==> config.mk <==
export PLATFORM = sky130hd
export DESIGN_NAME = timer_bank
export DESIGN_NICKNAME = d
export VERILOG_FILES = /design/src/rtl/timer_bank.sv
export SDC_FILE = /design/constraint.sdc
export NUM_CORES = 1
export LEC_CHECK = 0
export ABC_AREA = 1
export CELL_PAD_IN_SITES_DETAIL_PLACEMENT = 1
export CELL_PAD_IN_SITES_GLOBAL_PLACEMENT = 1
export CORE_UTILIZATION = 30
export CTS_CLUSTER_DIAMETER = 40
export DETAILED_ROUTE_END_ITERATION = 6
export HOLD_SLACK_MARGIN = 0.05
export PLACE_DENSITY = 0.54
export SETUP_SLACK_MARGIN = 0.05
export SYNTH_ARGS = -nofsm -noshare
export SYNTH_HDL_FRONTEND = slang
export SYNTH_SLANG_ARGS = --single-unit
==> constraint.sdc <==
create_clock -name clk -period 2.6 [get_ports clk]
set_input_delay 0.52 -clock clk [delete_from_list [all_inputs] [get_ports clk]]
set_output_delay 0.52 -clock clk [all_outputs]
set_load 0.02 [all_outputs]
==> src/rtl/timer_bank.sv <==
// Bank of NUM_TIMERS prescaled down-counters with one-shot/auto-reload modes and a
// shared pending/mask interrupt unit on a byte-wide register bus (registered reads).
module timer_bank #(
  parameter int NUM_TIMERS = 2,
  parameter int DATA_W     = 8,
  parameter int ADDR_W     = 6
) (
  input  logic                  clk,
  input  logic                  rst,
  input  logic                  cs,
  input  logic                  we,
  input  logic [ADDR_W-1:0]     addr,
  input  logic [DATA_W-1:0]     din,
  output logic [DATA_W-1:0]     dout,
  output logic                  irq,
  output logic [NUM_TIMERS-1:0] irq_vec
);

  localparam logic [ADDR_W-1:0] PEND_A = ADDR_W'(4 * NUM_TIMERS);
  localparam logic [ADDR_W-1:0] MASK_A = ADDR_W'(4 * NUM_TIMERS + 1);

  logic [NUM_TIMERS-1:0] r_en;
  logic [NUM_TIMERS-1:0] r_auto;
  logic [DATA_W-1:0]     r_reload [NUM_TIMERS];
  logic [DATA_W-1:0]     r_count  [NUM_TIMERS];
  logic [DATA_W-1:0]     r_presc  [NUM_TIMERS];
  logic [DATA_W-1:0]     r_pcnt   [NUM_TIMERS];
  logic [NUM_TIMERS-1:0] r_pending;
  logic [NUM_TIMERS-1:0] r_mask;
  logic [DATA_W-1:0]     r_dout;

  logic                  w_wr;
  logic                  w_rd;
  logic                  w_wr_pend;
  logic                  w_wr_mask;
  logic [NUM_TIMERS-1:0] w_wr_ctrl;
  logic [NUM_TIMERS-1:0] w_wr_rel;
  logic [NUM_TIMERS-1:0] w_wr_cnt;
  logic [NUM_TIMERS-1:0] w_wr_psc;
  logic [NUM_TIMERS-1:0] w_restart;
  logic [NUM_TIMERS-1:0] w_tick;
  logic [NUM_TIMERS-1:0] w_expire;
  logic [NUM_TIMERS-1:0] w_din_n;
  logic [NUM_TIMERS-1:0] w_w1c;
  logic [DATA_W-1:0]     w_rdata;

  assign w_wr      = cs & we;
  assign w_rd      = cs & ~we;
  assign w_wr_pend = w_wr && (addr == PEND_A);
  assign w_wr_mask = w_wr && (addr == MASK_A);
  assign w_din_n   = NUM_TIMERS'(din);
  assign w_w1c     = w_wr_pend ? w_din_n : '0;

  // A COUNT write suppresses both the decrement and the expiry of that channel on that edge
  always_comb begin
    w_wr_ctrl = '0;
    w_wr_rel  = '0;
    w_wr_cnt  = '0;
    w_wr_psc  = '0;
    w_restart = '0;
    w_tick    = '0;
    w_expire  = '0;
    for (int i = 0; i < NUM_TIMERS; i++) begin
      w_wr_ctrl[i] = w_wr && (addr == ADDR_W'(4 * i));
      w_wr_rel[i]  = w_wr && (addr == ADDR_W'(4 * i + 1));
      w_wr_cnt[i]  = w_wr && (addr == ADDR_W'(4 * i + 2));
      w_wr_psc[i]  = w_wr && (addr == ADDR_W'(4 * i + 3));
      w_restart[i] = w_wr_ctrl[i] && din[2];
      w_tick[i]    = r_en[i] && (r_pcnt[i] == r_presc[i]);
      w_expire[i]  = w_tick[i] && (r_count[i] == '0) && !w_wr_cnt[i];
    end
  end

  always_comb begin
    w_rdata = '0;
    for (int i = 0; i < NUM_TIMERS; i++) begin
      if (addr == ADDR_W'(4 * i))     w_rdata = DATA_W'({r_auto[i], r_en[i]});
      if (addr == ADDR_W'(4 * i + 1)) w_rdata = r_reload[i];
      if (addr == ADDR_W'(4 * i + 2)) w_rdata = r_count[i];
      if (addr == ADDR_W'(4 * i + 3)) w_rdata = r_presc[i];
    end
    if (addr == PEND_A) w_rdata = DATA_W'(r_pending);
    if (addr == MASK_A) w_rdata = DATA_W'(r_mask);
  end

  always_ff @(posedge clk) begin
    if (rst) begin
      r_en      <= '0;
      r_auto    <= '0;
      r_pending <= '0;
      r_mask    <= '0;
      r_dout    <= '0;
      for (int i = 0; i < NUM_TIMERS; i++) begin
        r_reload[i] <= '0;
        r_count[i]  <= '0;
        r_presc[i]  <= '0;
        r_pcnt[i]   <= '0;
      end
    end else begin
      for (int i = 0; i < NUM_TIMERS; i++) begin
        // A bus write to CTRL overrides the one-shot self-disable
        if (w_wr_ctrl[i]) begin
          r_en[i]   <= din[0];
          r_auto[i] <= din[1];
        end else if (w_expire[i] && !r_auto[i]) begin
          r_en[i] <= 1'b0;
        end
        if (w_wr_rel[i]) r_reload[i] <= din;
        if (w_wr_psc[i]) r_presc[i]  <= din;

        if (w_restart[i])   r_pcnt[i] <= '0;
        else if (w_tick[i]) r_pcnt[i] <= '0;
        else if (r_en[i])   r_pcnt[i] <= r_pcnt[i] + DATA_W'(1);

        if (w_wr_cnt[i]) begin
          r_count[i] <= din;
        end else if (w_restart[i]) begin
          r_count[i] <= r_reload[i];
        end else if (w_tick[i]) begin
          if (r_count[i] != '0) r_count[i] <= r_count[i] - DATA_W'(1);
          else if (r_auto[i])   r_count[i] <= r_reload[i];
        end
      end
      // Set-on-expiry takes priority over write-1-to-clear
      r_pending <= (r_pending & ~w_w1c) | w_expire;
      if (w_wr_mask) r_mask <= w_din_n;
      if (w_rd)      r_dout <= w_rdata;
    end
  end

  assign dout    = r_dout;
  assign irq_vec = r_pending & r_mask;
  assign irq     = |irq_vec;

endmodule

==> flow_summary.json <==
{
  "reg2reg_depth": 10,
  "hold_path.startpoint": "dout[1]",
  "syn_area_um2": 5055,
  "synth-xor-area-share": 0.03985,
  "hold_end": "dout[1]",
  "worstPathBufferInverterCount": 3,
  "firstDrtPassIters": 5,
  "cts_buffers": 9,
  "fin_crit_sh": 0.9158,
  "cts_tree": "done",
  "postCtsResizedCells": 0,
  "cp_slowest_stage_delay_ps": 550,
  "netlist.top_cell.by_area": "edfxtp_1",
  "finClkSkew_ps": 7.802,
  "ant_nets": 0,
  "final_cell_mix": "nand2_1 (167), inv_1 (83), nor2_1 (83)",
  "fin_util": 0.3770,
  "port_buffers": 28,
  "slowest_stage": "clkdlybuf4s50_1",
  "hold_violations": 0,
  "core_um2": 16520,
  "rsz0062_at_grt": "false",
  "drc": 0,
  "die_area_um2": 17370,
  "drive_above_1_share": 0.1448,
  "slew_violations": 0,
  "synth_fa_ha_area_frac": 0.01485,
  "synth_top_family_by_area": "simple AND/OR/NAND/NOR gates",
  "area.growth.synth_to_final_pct": 23.24,
  "worstSetupStartpointType": "primary input",
  "grt_pass1_vias": 4711,
  "r2r-end": "r_count[1][2]",
  "wl_per_cell_um": 18.23,
  "muxShareOfSynthArea": 0,
  "crit_chain": "clkdlybuf4s50_1 -> nor2_4 -> buf_4 -> inv_1 -> nor2_1 -> o21ai_1 -> nor2_1",
  "design.portCount": 29,
  "critical_path_cell_count": 7,
  "grt_usage": 0.2061,
  "p_leak_nw": 2.697,
  "hold-path-cell-count": 2,
  "routabilityCongestion": 0.8859,
  "cap_violations": 0,
  "grt_max_degree": 15,
  "finalNetCount": 744,
  "r2r-start": "r_count[1][2]",
  "criticalPathCategory": "primary input to register",
  "path_max_fanout": 8,
  "cpMostUsedCell": "nor2_1",
  "synth_top_area_share": 0.3802,
  "post-route-min-period_ps": 2381,
  "hp-class": "register to register",
  "yosysWarnings": 0,
  "finalWirelength_um": 17230,
  "relSlewSlack": 0.5277,
  "htreeDepth": 3,
  "avgSynthCellArea_um2": 7.837,
  "die_h_um": 131.8,
  "layout_commonest_cell": "nand2_1",
  "rows": 47,
  "post-cts-setup-buffer-count": 0,
  "max-vdd-ir-drop_v": 0.0002988,
  "synthTopCellsByArea": "edfxtp_1 (38%), nand2_1 (12%), dfxtp_1 (6.3%)",
  "p_per_area_nw_per_um2": 491.2,
  "n_antenna_cell": 0,
  "clock-sinks": 80,
  "crit_required_ps": 2740,
  "die_x_um": 131.8,
  "grt_overflow_total": 0,
  "synth-seq-cells": 80,
  "clk_transition_reported_paths_ps": 60,
  "grt_pass1_wl_um": 26660,
  "cts.root.buffer_cell": "clkbuf_16",
  "yosys.area_share.simple": 0.3455,
  "drt_iter0_drc": 306,
  "rrSetupSlack_ps": 390,
  "holdBufCountCts": 0,
  "synth_cell_types": 36,
  "crit_path_end_kind": "register",
  "dp_hpwl_um": 14150,
  "max_freq_mhz": 420.0,
  "netlist_instances": 645,
  "finalSetupViolCount": 0,
  "start_util": 0.3059,
  "vias": 4579,
  "clk_latency_ps": 350,
  "tightest_slew_ps": 703.7,
  "antenna_found_initial": 0,
  "clk_path_buf_depth": 2,
  "worstPathArrival_ps": 2530,
  "syn_nets": 669,
  "status": "complete, no violations",
  "seq_area_frac_synth": 0.4436,
  "synth_compound_area_frac": 0.07772,
  "p_total_mw": 3.060,
  "cpLargestDelayFamily": "simple AND/OR/NAND/NOR gates",
  "vias_per_cell": 4.846
}
-- sequential cells by signal (all words and copies together), names as in the netlist --
register,flops
r_auto,2
r_en,2
r_presc,16
r_count,16
r_reload,16
r_pending,2
r_pcnt,16
r_mask,2
dout,8
-- where the power goes --
part	internal [mW]	switching, mW	total (mW)
logic	0.111	0.178	0.289
clock network	0.733	0.556	1.29
registers	1.43	0.0546	1.48
total	2.27	0.788	3.06
-- tightest hold or removal path, stage by stage (launching register included) --
cell and delay (ps):
dfxtp_1 310, nand2_1 60, a21oi_1 50
-- area by class of cell --
class | count | area [µm²]
Timing Repair Buffer | 71 | 640.6
Inverter | 94 | 360.3
Sequential cell | 80 | 2242
Fill cell | 2023 | 10290
Clock buffer | 12 | 267.8
Tap cell | 220 | 275.3
Clock inverter | 4 | 27.53
Multi-Input combinational cell | 464 | 2416
-- metal layers --
metal	up-vias	GRT usage	wire (µm)
li1	2252	-	-
met1	2211	0.2738	7938
met2	85	0.3304	7985
met3	31	0.03345	745
met4	0	0.09109	559
met5	-	0	0
-- Yosys cell counts, drive strengths merged --
| library cell | number |
|---|---|
| ha | 6 |
| o211ai | 5 |
| xor2 | 16 |
| nand4 | 18 |
| nor4 | 1 |
| inv | 94 |
| xnor2 | 7 |
| and3 | 1 |
| or2 | 1 |
| and2 | 1 |
| buf | 3 |
| nor3b | 2 |
| dfxtp | 16 |
| clkbuf | 4 |
| a221oi | 1 |
| a21oi | 38 |
| o21ai | 30 |
| edfxtp | 64 |
| a31oi | 1 |
| nor3 | 9 |
| nand2 | 176 |
| nor2 | 99 |
| nand3 | 52 |
-- per-stage QoR --
step | worst slack [ps] | hold slack [ps] | std cells | setup TNS [ps] | cell area, µm²
2_1_floorplan | 304.7 | 466.9 | 645 | 0 | 5055
3_3_place_gp | -41.79 | 454.2 | 929 | -212.9 | 5934
3_5_place_dp | -86.55 | 456.2 | 929 | -653.6 | 5934
4_1_cts | 275.2 | 466.3 | 945 | 0 | 6230
5_1_grt | 120.5 | 480.7 | 945 | 0 | 6230
6_report | 218.8 | 462.5 | 945 | 0 | 6230
-- how the worst max path moves through the flow --
stage            start              to  slack, ps
2_1_floorplan  addr[5]  r_presc[0][10]        300
3_3_place_gp   addr[5]   r_count[0][1]        -40
3_5_place_dp   addr[1]  r_reload[0][1]        -90
4_1_cts        addr[1]  r_reload[0][9]        280
5_1_grt             cs   r_count[0][1]        120
6_report       addr[2]  r_reload[0][1]        220
-- kinds of logic after synthesis --
logic type	Yosys count
XOR/XNOR	23
buffers and inverters	101
adder cells (fa/ha/maj)	6
AO/OA/AOI/OAI	75
AND/OR/NAND/NOR	360
flip-flops	80
(Power assumes the default switching activity.)
==> RTL change, RTL diff (same flow settings) <==
Register the input `din` before use. The logic sees it one clock later. The other inputs are not delayed to match.
--- a/src/rtl/timer_bank.sv
+++ b/src/rtl/timer_bank.sv
@@ -19,4 +19,10 @@
   localparam logic [ADDR_W-1:0] PEND_A = ADDR_W'(4 * NUM_TIMERS);
   localparam logic [ADDR_W-1:0] MASK_A = ADDR_W'(4 * NUM_TIMERS + 1);
+
+  logic [DATA_W-1:0] din_q;
+
+  always_ff @(posedge clk) begin
+    din_q <= din;
+  end
 
   logic [NUM_TIMERS-1:0] r_en;
@@ -49,5 +55,5 @@
   assign w_wr_pend = w_wr && (addr == PEND_A);
   assign w_wr_mask = w_wr && (addr == MASK_A);
-  assign w_din_n   = NUM_TIMERS'(din);
+  assign w_din_n   = NUM_TIMERS'(din_q);
   assign w_w1c     = w_wr_pend ? w_din_n : '0;
 
@@ -66,5 +72,5 @@
       w_wr_cnt[i]  = w_wr && (addr == ADDR_W'(4 * i + 2));
       w_wr_psc[i]  = w_wr && (addr == ADDR_W'(4 * i + 3));
-      w_restart[i] = w_wr_ctrl[i] && din[2];
+      w_restart[i] = w_wr_ctrl[i] && din_q[2];
       w_tick[i]    = r_en[i] && (r_pcnt[i] == r_presc[i]);
       w_expire[i]  = w_tick[i] && (r_count[i] == '0) && !w_wr_cnt[i];
@@ -101,11 +107,11 @@
         // A bus write to CTRL overrides the one-shot self-disable
         if (w_wr_ctrl[i]) begin
-          r_en[i]   <= din[0];
-          r_auto[i] <= din[1];
+          r_en[i]   <= din_q[0];
+          r_auto[i] <= din_q[1];
         end else if (w_expire[i] && !r_auto[i]) begin
           r_en[i] <= 1'b0;
         end
-        if (w_wr_rel[i]) r_reload[i] <= din;
-        if (w_wr_psc[i]) r_presc[i]  <= din;
+        if (w_wr_rel[i]) r_reload[i] <= din_q;
+        if (w_wr_psc[i]) r_presc[i]  <= din_q;
 
         if (w_restart[i])   r_pcnt[i] <= '0;
@@ -114,5 +120,5 @@
 
         if (w_wr_cnt[i]) begin
-          r_count[i] <= din;
+          r_count[i] <= din_q;
         end else if (w_restart[i]) begin
           r_count[i] <= r_reload[i];
Formal check against the unedited RTL: not equivalent (a bounded check fails within 4 cycles, from zero or initial values and one cycle with rst high).
==> RTL change against the unedited design <==
- synthesized cell count increased by 0.31%
- design area increased by 0.40%
- worst setup slack better by 56 ps
- core utilization down 0.12 points
- routed wire length shrank 3.2%
- area after synthesis grew 1.2%
- power grew 3.4%
- sequential cell count is 8 higher
- combinational power decreased by 13%
- clock power grew 3%
- first-iteration DRC count fell by 25%
- critical path type unchanged
- highest routed layer unchanged
==> RTL change: results (changes against the unedited design) <==
stage	metric	value	unit	change
synthesis	Synth async-reset ratio	0	%	unchanged
timing	Setup Skew	9.86	ps	+2.05 ps
clocking	Max H-tree Level	3		unchanged
layout	antenna fix cells	0		unchanged
critical_path	delay-heaviest family, CP	simple AND/OR/NAND/NOR gates		
grt	initial antenna violation count	0		unchanged
grt	vias in the first global route	4807		+2.0%
place	GPL Wtd Cong	0.845		-4.6%
timing	fin crit share	89.4	%	-2.2 points
clocking	CTS Root Buffer Type	clkbuf_16		
grt	first-pass GRT wire length	26.4	mm	-0.88%
place	count of input and output buffers	28		unchanged
status	outcome	finished clean		
synthesis	Synth Flop Type	edfxtp_1		
power_and_ir_drop	peak supply drop	0.290	mV	-2.9%
synthesis	top cells by count, synth	nand2_1 (162), nor2_1 (96), inv_1 (87)		
clocking	Post-CTS Setup Repair Bufs	0		unchanged
grt	Remaining Overflow, GRT	0		unchanged
min_path	Worst Hold Class	reg2reg		
route	Detailed Routing Iterations Pass 1	4		-1
layout	layout net count	747		+0.40%
place	hpwl dp	13.7	mm	-3.4%
synthesis	sequential area share after synthesis	47.0	%	+2.6 points
clocking	CTS resizes	0		unchanged
route	drt total wl	16.7	mm	-3.2%
synthesis	unique cell type count in the Yosys netlist	35		-2.8%
layout	layout cell share with drive strength beyond 1	12.8	%	-1.7 points
route	via count	4472		-2.3%
critical_path	Largest stage delay, worst path	480	ps	-70 ps
grt	largest net degree at the start of global routing	19		+4
timing	max_slew headroom	57.5	%	+4.7 points
critical_path	Reg2Reg Launch Point	r_count[1][0]$_DFFE_PP_		
power_and_ir_drop	Leakage Power	2.71	nW	+0.54%
route	Iter 0 DRT Violations	228		-25%
critical_path	WP data arrival	2340	ps	-190 ps
place	pre-CTS setup slack	-98.6	ps	-12.1 ps
layout	FILL cells	2014		-0.44%
synthesis	EDFF count, synth	64		unchanged
synthesis	Syn Nets	671		+0.30%
critical_path	CP startpoint	addr[1]		
grt	Overall Global Routing Usage	20.0	%	-0.58 points
clocking	CTS Buf Count	9		unchanged
critical_path	crit path max-delay cell type	clkdlybuf4s50_1		
min_path	hold path start	dout[0]$_SDFFE_PP0P_		
synthesis	top cells by area, synth	edfxtp_1 (38%), nand2_1 (12%), dfxtp_1 (9.4%)		
clocking	Max clock buf depth	2		unchanged
RTL change: cell count changes in the layout (fill, tap and decap cells not counted), moves of 5 or more:
cell     delta
nand4_1     -5
inv_2       -6
o21ai_1     +6
nand3_1    -13
nor2_1     +13
dfxtp_1     +8
xor2_1      +5
nand2_1     -5
RTL change: final timing paths:
path,end,slack (ps),cells after the start
min reg2reg,dout[0]$_SDFFE_PP0P_,470,2
min,dout[0]$_SDFFE_PP0P_,470,2
max,r_count[1][5]$_DFFE_PP_,270,10
max reg2reg,r_count[1][5]$_DFFE_PP_,290,10
RTL change: worst register-to-register path, delay by kind of cell, from the launching register on:
kind	cells	cell delay [ps]
adders and majority gates	1	180
and+or+nand+nor	8	1170
DFF	1	450
buffers and inverters	1	160
RTL change: logic make-up after synthesis:
| kind of cell | Yosys count | synth area share [%] |
|---|---|---|
| and+or+nand+nor | 347 | 30.9 |
| buffers and inverters | 95 | 7.41 |
| DFF | 88 | 47.0 |
| AOI/OAI and AO/OA | 86 | 8.93 |
| xor gates and xnor gates | 25 | 4.28 |
| adders and majority gates | 6 | 1.47 |
RTL change: stage by stage:
stage | hold slack (ps) | instances | power (mW) | utilization (%) | instance area (sq um)
final | 465 | 948 | 3.16 | 37.6 | 6250
after global routing | 494 | 948 | 3.27 | 37.6 | 6250
after CTS | 469 | 948 | 3.20 | 37.6 | 6250
after detailed placement | 458 | 932 | 1.87 | 35.8 | 5960
after global placement | 454 | 932 | 1.86 | 35.8 | 5960
after floorplan | 462 | 647 | 1.74 | - | 5110
RTL change: per-layer routing:
layer / vias up / GRT usage, % / share of wire, %
met4: 0 / 6.70 / 1.7
li1: 2253 / - / -
met1: 2138 / 26.3 / 48
met2: 63 / 33.7 / 48
met5: - / 0 / 0
met3: 18 / 2.76 / 2.5
RTL change: final cells by class:
class / instances / area share [%]
flip-flops and latches: 88 / 38.4
multi-input cells: 464 / 37.3
repair buffers: 70 / 9.72
inverters: 90 / 5.40
well taps: 220 / 4.40
clock buffers: 9 / 3.60
clock inverters: 7 / 1.18
RTL change: report_power, final:
part           internal [mW]  switching, mW  total [mW]
sequential              1.54         0.0465        1.59
clock                  0.679          0.648        1.33
combinational         0.0960          0.154       0.250
